$ cat src/rtl/mem_arb_pkg.sv
// mem_arb_pkg: shared types and constants for the unified-memory arbiter.
// Used by mem_arb_rr_pick and mem_arbiter.
package mem_arb_pkg;

   // Default address and data widths (byte address, 32-bit words).
   localparam int AW_DEF = 32;
   localparam int DW_DEF = 32;

   // Width of the latency down-counter; holds any MEM_LAT in 1..15.
   localparam int CNT_W = 4;

   // Arbiter FSM states.
   typedef enum logic [1:0] {
      IDLE = 2'd0,
      WAIT = 2'd1,
      RESP = 2'd2
   } state_t;

   // Requester identifiers; REQ_DATA is the reset value of last_grant.
   typedef enum logic {
      REQ_IF   = 1'b0,
      REQ_DATA = 1'b1
   } req_id_t;

   // The requester that was not served last time.
   function automatic logic other_req(input logic id);
      return ~id;
   endfunction

endpackage

$ cat src/rtl/mem_arb_rr_pick.sv
// mem_arb_rr_pick: combinational round-robin picker for the two requesters.
// A lone requester always wins; on a tie the requester not granted last wins.
module mem_arb_rr_pick
   import mem_arb_pkg::*;
(
   input  logic if_req,
   input  logic d_req,
   input  logic last_grant,
   output logic grant_valid,
   output logic grant_id
);

   // Choose the winner from the current requests and the previous grant.
   always_comb begin
      grant_valid = if_req | d_req;
      grant_id    = REQ_IF;
      if (if_req && d_req) begin
         grant_id = other_req(last_grant);
      end else if (d_req) begin
         grant_id = REQ_DATA;
      end
   end

endmodule

$ cat src/rtl/mem_arbiter.sv
// mem_arbiter: shares one single-ported fixed-latency memory between the
// instruction-fetch port and the data load/store port. One transaction is in
// flight at a time: a decision cycle (IDLE), MEM_LAT access cycles (WAIT) and
// a one-cycle response (RESP) that carries the requester's ack.
// Optional build macro MEM_ARB_PERF_EN adds grant/conflict counters.
module mem_arbiter
   import mem_arb_pkg::*;
#(
   parameter int AW      = AW_DEF,
   parameter int DW      = DW_DEF,
   parameter int MEM_LAT = 1
)(
   input  logic          clk,
   input  logic          rst,
   input  logic          if_req,
   input  logic [AW-1:0] if_addr,
   output logic          if_ack,
   output logic [DW-1:0] if_rdata,
   input  logic          d_req,
   input  logic          d_we,
   input  logic [AW-1:0] d_addr,
   input  logic [DW-1:0] d_wdata,
   output logic          d_ack,
   output logic [DW-1:0] d_rdata,
   output logic          mem_en,
   output logic          mem_we,
   output logic [AW-1:0] mem_addr,
   output logic [DW-1:0] mem_wdata,
   input  logic [DW-1:0] mem_rdata,
   output logic          busy
`ifdef MEM_ARB_PERF_EN
   ,
   output logic [31:0]   perf_if_grants,
   output logic [31:0]   perf_d_grants,
   output logic [31:0]   perf_conflicts
`endif
);

   state_t           r_state;
   logic [CNT_W-1:0] r_cnt;
   logic             r_last_grant;
   logic             r_winner;
   logic             r_if_ack;
   logic             r_d_ack;
   logic [DW-1:0]    r_if_rdata;
   logic [DW-1:0]    r_d_rdata;
   logic             r_mem_en;
   logic             r_mem_we;
   logic             r_d_store;
   logic [AW-1:0]    r_mem_addr;
   logic [DW-1:0]    r_mem_wdata;
   logic             r_busy;

   logic             w_grant_valid;
   logic             w_grant_id;
   logic             w_grant_data;

   mem_arb_rr_pick u_pick (
      .if_req      (if_req),
      .d_req       (d_req),
      .last_grant  (r_last_grant),
      .grant_valid (w_grant_valid),
      .grant_id    (w_grant_id)
   );

   assign w_grant_data = (w_grant_id == REQ_DATA);

   // Arbiter FSM: latch the winner's request at grant, count down the memory
   // latency, then capture read data and pulse the winner's ack for one cycle.
   always_ff @(posedge clk or posedge rst) begin
      if (rst) begin
         r_state      <= IDLE;
         r_cnt        <= '0;
         r_last_grant <= REQ_DATA;
         r_winner     <= REQ_IF;
         r_if_ack     <= 1'b0;
         r_d_ack      <= 1'b0;
         r_if_rdata   <= '0;
         r_d_rdata    <= '0;
         r_mem_en     <= 1'b0;
         r_mem_we     <= 1'b0;
         r_d_store    <= 1'b0;
         r_mem_addr   <= '0;
         r_mem_wdata  <= '0;
         r_busy       <= 1'b0;
      end else begin
         // Acks are single-cycle pulses unless set again below.
         r_if_ack <= 1'b0;
         r_d_ack  <= 1'b0;
         case (r_state)
            IDLE: begin
               if (w_grant_valid) begin
                  r_mem_en     <= 1'b1;
                  r_mem_we     <= w_grant_data & d_we;
                  r_d_store    <= w_grant_data & d_we;
                  // Fetches never write, so their write data is parked at zero.
                  r_mem_addr   <= w_grant_data ? d_addr : if_addr;
                  r_mem_wdata  <= w_grant_data ? d_wdata : '0;
                  r_winner     <= w_grant_id;
                  r_last_grant <= w_grant_id;
                  r_cnt        <= CNT_W'(MEM_LAT);
                  r_state      <= WAIT;
                  r_busy       <= 1'b1;
               end
            end
            WAIT: begin
               // The strobe lasts only the first WAIT cycle; address and data hold.
               r_mem_en <= 1'b0;
               r_mem_we <= 1'b0;
               r_cnt    <= r_cnt - CNT_W'(1);
               if (r_cnt == CNT_W'(1)) begin
                  if (r_winner == REQ_DATA) begin
                     r_d_ack <= 1'b1;
                     // Stores leave the load-data register untouched.
                     if (!r_d_store) begin
                        r_d_rdata <= mem_rdata;
                     end
                  end else begin
                     r_if_ack   <= 1'b1;
                     r_if_rdata <= mem_rdata;
                  end
                  r_state <= RESP;
               end
            end
            RESP: begin
               // Requesters may still show req here; ignore them for one cycle.
               r_state <= IDLE;
               r_busy  <= 1'b0;
            end
            default: begin
               r_state  <= IDLE;
               r_busy   <= 1'b0;
               r_mem_en <= 1'b0;
               r_mem_we <= 1'b0;
            end
         endcase
      end
   end

   assign if_ack    = r_if_ack;
   assign if_rdata  = r_if_rdata;
   assign d_ack     = r_d_ack;
   assign d_rdata   = r_d_rdata;
   assign mem_en    = r_mem_en;
   assign mem_we    = r_mem_we;
   assign mem_addr  = r_mem_addr;
   assign mem_wdata = r_mem_wdata;
   assign busy      = r_busy;

`ifdef MEM_ARB_PERF_EN
   logic [31:0] r_perf_if;
   logic [31:0] r_perf_d;
   logic [31:0] r_perf_conf;

   // Grant and conflict counters, bumped on the grant edge; they wrap freely.
   always_ff @(posedge clk or posedge rst) begin
      if (rst) begin
         r_perf_if   <= '0;
         r_perf_d    <= '0;
         r_perf_conf <= '0;
      end else if (r_state == IDLE && w_grant_valid) begin
         if (w_grant_data) begin
            r_perf_d <= r_perf_d + 32'd1;
         end else begin
            r_perf_if <= r_perf_if + 32'd1;
         end
         if (if_req && d_req) begin
            r_perf_conf <= r_perf_conf + 32'd1;
         end
      end
   end

   assign perf_if_grants = r_perf_if;
   assign perf_d_grants  = r_perf_d;
   assign perf_conflicts = r_perf_conf;
`endif

endmodule
$ cat config.mk
export PLATFORM = sky130hd
export DESIGN_NAME = mem_arbiter
export DESIGN_NICKNAME = d
export VERILOG_FILES = /design/src/rtl/mem_arb_pkg.sv /design/src/rtl/mem_arb_rr_pick.sv /design/src/rtl/mem_arbiter.sv
export SDC_FILE = /design/constraint.sdc
export NUM_CORES = 1
export LEC_CHECK = 0
export ABC_AREA = 1
export CAP_MARGIN = 40
export CORE_ASPECT_RATIO = 0.7
export CORE_UTILIZATION = 45
export CTS_CLUSTER_SIZE = 40
export DETAILED_ROUTE_END_ITERATION = 6
export GPL_TIMING_DRIVEN = 0
export PLACE_DENSITY = 0.84
export RECOVER_POWER = 50
export SLEW_MARGIN = 5
export SYNTH_ARGS = -nofsm -noshare
export SYNTH_HDL_FRONTEND = slang
export SYNTH_HIERARCHICAL = 1
export SYNTH_SLANG_ARGS = --single-unit
$ cat constraint.sdc
create_clock -name clk -period 9.68 [get_ports clk]
set_input_delay 1.936 -clock clk [delete_from_list [all_inputs] [get_ports clk]]
set_output_delay 1.936 -clock clk [all_outputs]
set_load 0.01 [all_outputs]
* Yosys cells after proc, flatten, opt, wreduce, memory -nomap -nowiden
Index checks and enable logic that the tools add are counted.
Storage, ports and cells: flip-flop bits (word level) 142, output and inout bits 133, word-level logic and storage cells 57
Operators by class: multiplexer cells 20, reductions and logical operators 10, add/subtract/negate cells 1, bitwise gates (word level) 7, eq/ne operators 5
Operator list (count):
- $mux W32 | 2
- $mux W1 | 10
- $reduce_and A2 Y1 | 5
- $pmux W4 S2 | 1
- $pmux W1 S2 | 3
- $not A1 Y1 | 5
- $eq A4 B1 Y1 const B | 1
- $mux W2 | 2
- $mux W4 | 1
- $pmux W2 S2 | 1
- $reduce_and A4 Y1 | 1
- $sub A4 B1 Y4 const B | 1
- $reduce_and A3 Y1 | 1
- $eq A2 B1 Y1 const B | 1
- $eq A2 B2 Y1 const B | 1
- $logic_not A2 Y1 | 1
- $ne A2 B1 Y1 const B | 1
- $ne A2 B2 Y1 const B | 1
- $reduce_bool A2 Y1 | 1
- $and A1 B1 Y1 | 1
- $logic_and A1 B1 Y1 | 1
- $or A1 B1 Y1 | 1

* Logic depth before layout (Yosys ltp)
depth after elaboration 5, gate-level depth with buffers 9, gate-level depth less buffers 7

* Hierarchy
Netlist, hierarchy kept.
By module, submodules not included:
- mem_arbiter | area an instance 5930.7 sq um, times used 1, cells each 718, sequential area each 3554.7 sq um
- mem_arb_rr_pick | area an instance 15.0 sq um, times used 1, cells each 3, sequential area each 0.0 sq um

* Least setup slack after synthesis
No wires, ideal clock.
path type input to register, start point input port d_req, end point register r_state[0], required time 9538 ps, cell stages on the path 4, data arrival time 2693 ps, path slack 6844 ps, setup time 142 ps, cell sequence or2_1 > nand3_2 > clkbuf_1 > o21ai_0
On the way: longest elaborated chain between the ends 3
RTL lines:
- start: declaration | line mem_arbiter.sv:19 | input logic d_req,
- $or A1 B1 Y1 | line mem_arb_rr_pick.sv:15 | grant_valid = if_req | d_req;
- $ne A2 B1 Y1 (no source line)
- $reduce_and A2 Y1 (no source line)
- end signal: assignment | line mem_arbiter.sv:72 | r_state <= IDLE;
- end signal: assignment | line mem_arbiter.sv:102 | r_state <= WAIT;
- end signal: assignment | line mem_arbiter.sv:122 | r_state <= RESP;
- end: declaration | line mem_arbiter.sv:39 | state_t r_state;
No other way between the ends. A chain may end at the register's enable or synchronous reset.

==> flow_summary.json <==
{
  "ant_nets": 0,
  "vias": 5773,
  "yosysTopAreaCellShare_pct": 59.3,
  "avgSynthCellArea_sq_um": 8.25,
  "remaining_drc_errors": 0,
  "seq_area_frac_synth_pct": 59.8,
  "top_layer": "met4",
  "ys.flop_type": "dfrtp_1",
  "dp_cells": 1149,
  "wl_met1_mm": 7.90,
  "yosys-top-cells-count": "432 x nand2_1, 141 x dfrtp_1, 69 x nand3_1, 19 x buf_2, 13 x inv_1",
  "dp_hpwl_mm": 13.2,
  "io_pins": 266,
  "fillCellCount": 923,
  "fmax_mhz": 253,
  "worst-slew-pin-transition_ns": 2.68,
  "hp-class": "reg2reg",
  "stdcell_count": 1181,
  "slowest_delay_ns": 1.51,
  "cts_tree": "yes",
  "rows": 34,
  "synth-seq-cells": 142,
  "cp_cell_sequence": "dlygate4sd3_1 -> clkinvlp_2 -> buf_16",
  "start_util_pct": 47.1,
  "status": "finished with violations",
  "via_per_inst": 4.89,
  "clock_skew_ns": 0.00765,
  "violations": "max-capacitance violations, max-slew violations",
  "met2WireLength_mm": 8.06,
  "synth_edf_count": 0,
  "netlist_area_sq_um": 5950,
  "hold_buffers": 0,
  "peakVddDrop_v": 0.000153,
  "gp_routability_congestion": 0.808,
  "synth_nets": 856,
  "die_y_um": 98.2,
  "clk_path_buf_depth": 2,
  "avgRoutedWirePerCell_um": 15.1,
  "cts.sinks": 142,
  "p_total_mw": 3.17,
  "grt_pass1_wl_mm": 29.6,
  "insertion_delay_ns": 0.41,
  "slew_headroom_pct": -79.4,
  "fp.dieArea_sq_um": 13700,
  "worstSetupPathType": "in2async",
  "multi_input_area_sq_um": 2110,
  "critPathRequiredTime_ns": 10.22,
  "drtPass1Iterations": 5,
  "syn_inst": 721,
  "rsz0062_at_grt": "false",
  "htreeDepth": 4,
  "drv_cap": 1,
  "async_flop_share_pct": 100,
  "start_kind": "input pin",
  "path_clk_slew_ns": 0.06,
  "finalHoldViolCount": 0,
  "initialDrtViolationCount": 270,
  "antenna_found_initial": 1,
  "synth_largest_area_cell": "dfrtp_1",
  "grt_start_max_net_pins": 85,
  "grt-ovfl-total": 0,
  "whs_ns": 0.470,
  "numCtsBuffers": 17,
  "synth_most_common_cell": "nand2_1",
  "cts_root_buf": "clkbuf_16",
  "worst_path_max_delay_cell": "clkinvlp_2",
  "fin_tns_setup_ns": 0,
  "setup_viol": 0,
  "core_sq_um": 12600,
  "cts_setup_buffers": 0,
  "cp-end-kind": "async pin",
  "dpl_cell_area_sq_um": 8830,
  "place.port_buffers": 265,
  "post-route-period-util_pct": 40.8,
  "cp_data_arrival_time_ns": 4.49,
  "powerDensity_nw_per_um2": 337,
  "ys_top_cells_by_area": "dfrtp_1 59%, nand2_1 27%, nand3_1 5.8%",
  "grtUsageTotal_pct": 27.8,
  "final-seq-area_sq_um": 3550,
  "cts_resized": 0,
  "yosysWarningCount": 6,
  "die_x_um": 139,
  "layout-drive-gt1-share_pct": 6.58,
  "area_growth_pct": 58.4,
  "slew_violations": 59,
  "grt_pass1_vias": 5939,
  "nNetsFinal": 1141,
  "p_leak_nw": 4.74,
  "fin_area_sq_um": 9420,
  "wl_mm": 17.8,
  "synth_cell_type_count": 23,
  "crit_path_max_fanout": 84,
  "fin_crit_ns": 3.95,
  "wl_met3_mm": 1.26
}
==> cell type report <==
cell class | instances | share of cell area, %
Sequential cell | 142 | 37.7
Timing Repair Buffer | 266 | 28.5
Multi-Input combinational cell | 523 | 22.4
Clock buffer | 18 | 4.66
Buffer | 40 | 2.27
Tap cell | 162 | 2.15
Clock inverter | 13 | 1.63
Inverter | 16 | 0.651
Antenna cell | 1 | 0.0266
==> cell families (layout without fill, tap and decap cells) <==
| family | after synthesis | count (layout) | synth area share (%) |
|---|---|---|---|
| AND/OR/NAND/NOR | 511 | 511 | 34.2 |
| adder cells (fa/ha/maj) | 2 | 2 | 0.421 |
| AO/OA/AOI/OAI | 9 | 9 | 0.779 |
| flip-flops | 142 | 142 | 59.8 |
| other | 0 | 1 | 0 |
| XOR/XNOR | 1 | 1 | 0.147 |
| buffers and inverters | 56 | 353 | 4.69 |
==> registers in the layout, summed over array words and instances, names as in the netlist <==
| register | count |
|---|---|
| r_state | 2 |
| r_last_grant | 1 |
| d_ack | 1 |
| if_rdata | 32 |
| r_cnt | 4 |
| r_d_store | 1 |
| mem_en | 1 |
| r_winner | 1 |
| busy | 1 |
| if_ack | 1 |
| mem_we | 1 |
| mem_addr | 32 |
| d_rdata | 32 |
| mem_wdata | 32 |
==> critical path: cells and delay by family <==
family,cells,cell delay [ns]
buf+inv,3,2.46
==> per-layer routing <==
layer | up-vias | track usage (%)
met4 | 0 | 12.1
met3 | 45 | 7.50
li1 | 2794 | -
met2 | 231 | 43.0
met5 | - | 0
met1 | 2703 | 37.1
==> worst paths after layout <==
kind | start | end | slack (ns) | cells past startpoint
setup / recovery | rst | mem_wdata[27] | 5.73 | 3
hold / removal | d_rdata[4] | d_rdata[4] | 0.47 | 2
setup reg to reg | r_cnt[1] | if_rdata[12] | 7.63 | 8
hold reg to reg | d_rdata[4] | d_rdata[4] | 0.47 | 2
max in group clk | if_req | mem_wdata[14] | 6.37 | 8
min in group asynchronous | rst | mem_addr[16] | 2.73 | 2
==> metrics by stage <==
step	worst slack, ns	utilization [%]
2_1_floorplan	3.94	-
3_3_place_gp	1.95	69.7
3_5_place_dp	6.02	69.9
4_1_cts	6.38	74.6
5_1_grt	5.33	74.5
6_report	5.73	74.5
==> layout by cell type (no fill, tap or decap) <==
master           netlist  final
nand2_1              432    432
clkdlybuf4s50_1        0    231
dfrtp_1              141    141
nand3_1               69     69
dlygate4sd3_1          0     34
buf_2                 19     18
clkbuf_16              0     17
clkbuf_1              12     14
inv_1                 13     12
o21ai_0                6      6
inv_6                  0      5
buf_6                  4      4
clkinvlp_4             0      4
inv_2                  3      3
nor2_1                 2      3
buf_4                  4      3
nor2_2                 3      2
a21oi_1                2      2
ha_1                   2      2
bufinv_16              0      2
diode_2                0      1
nand3_2                1      1
buf_1                  1      1
nor2_4                 1      1
nand2_2                1      1
nor3_1                 1      1
clkinvlp_2             0      1
xnor2_1                1      1
o22ai_1                1      1
clkinv_4               0      1
inv_8                  0      1
clkbuf_8               0      1
buf_16                 0      1
dfstp_2                1      1
or2_0                  0      1
==> power by group <==
group	switching [mW]	internal (mW)
Combinational	0.762	0.706
Sequential	0.161	0.885
Clock	0.268	0.391
Power figures use the tool's default switching activity.
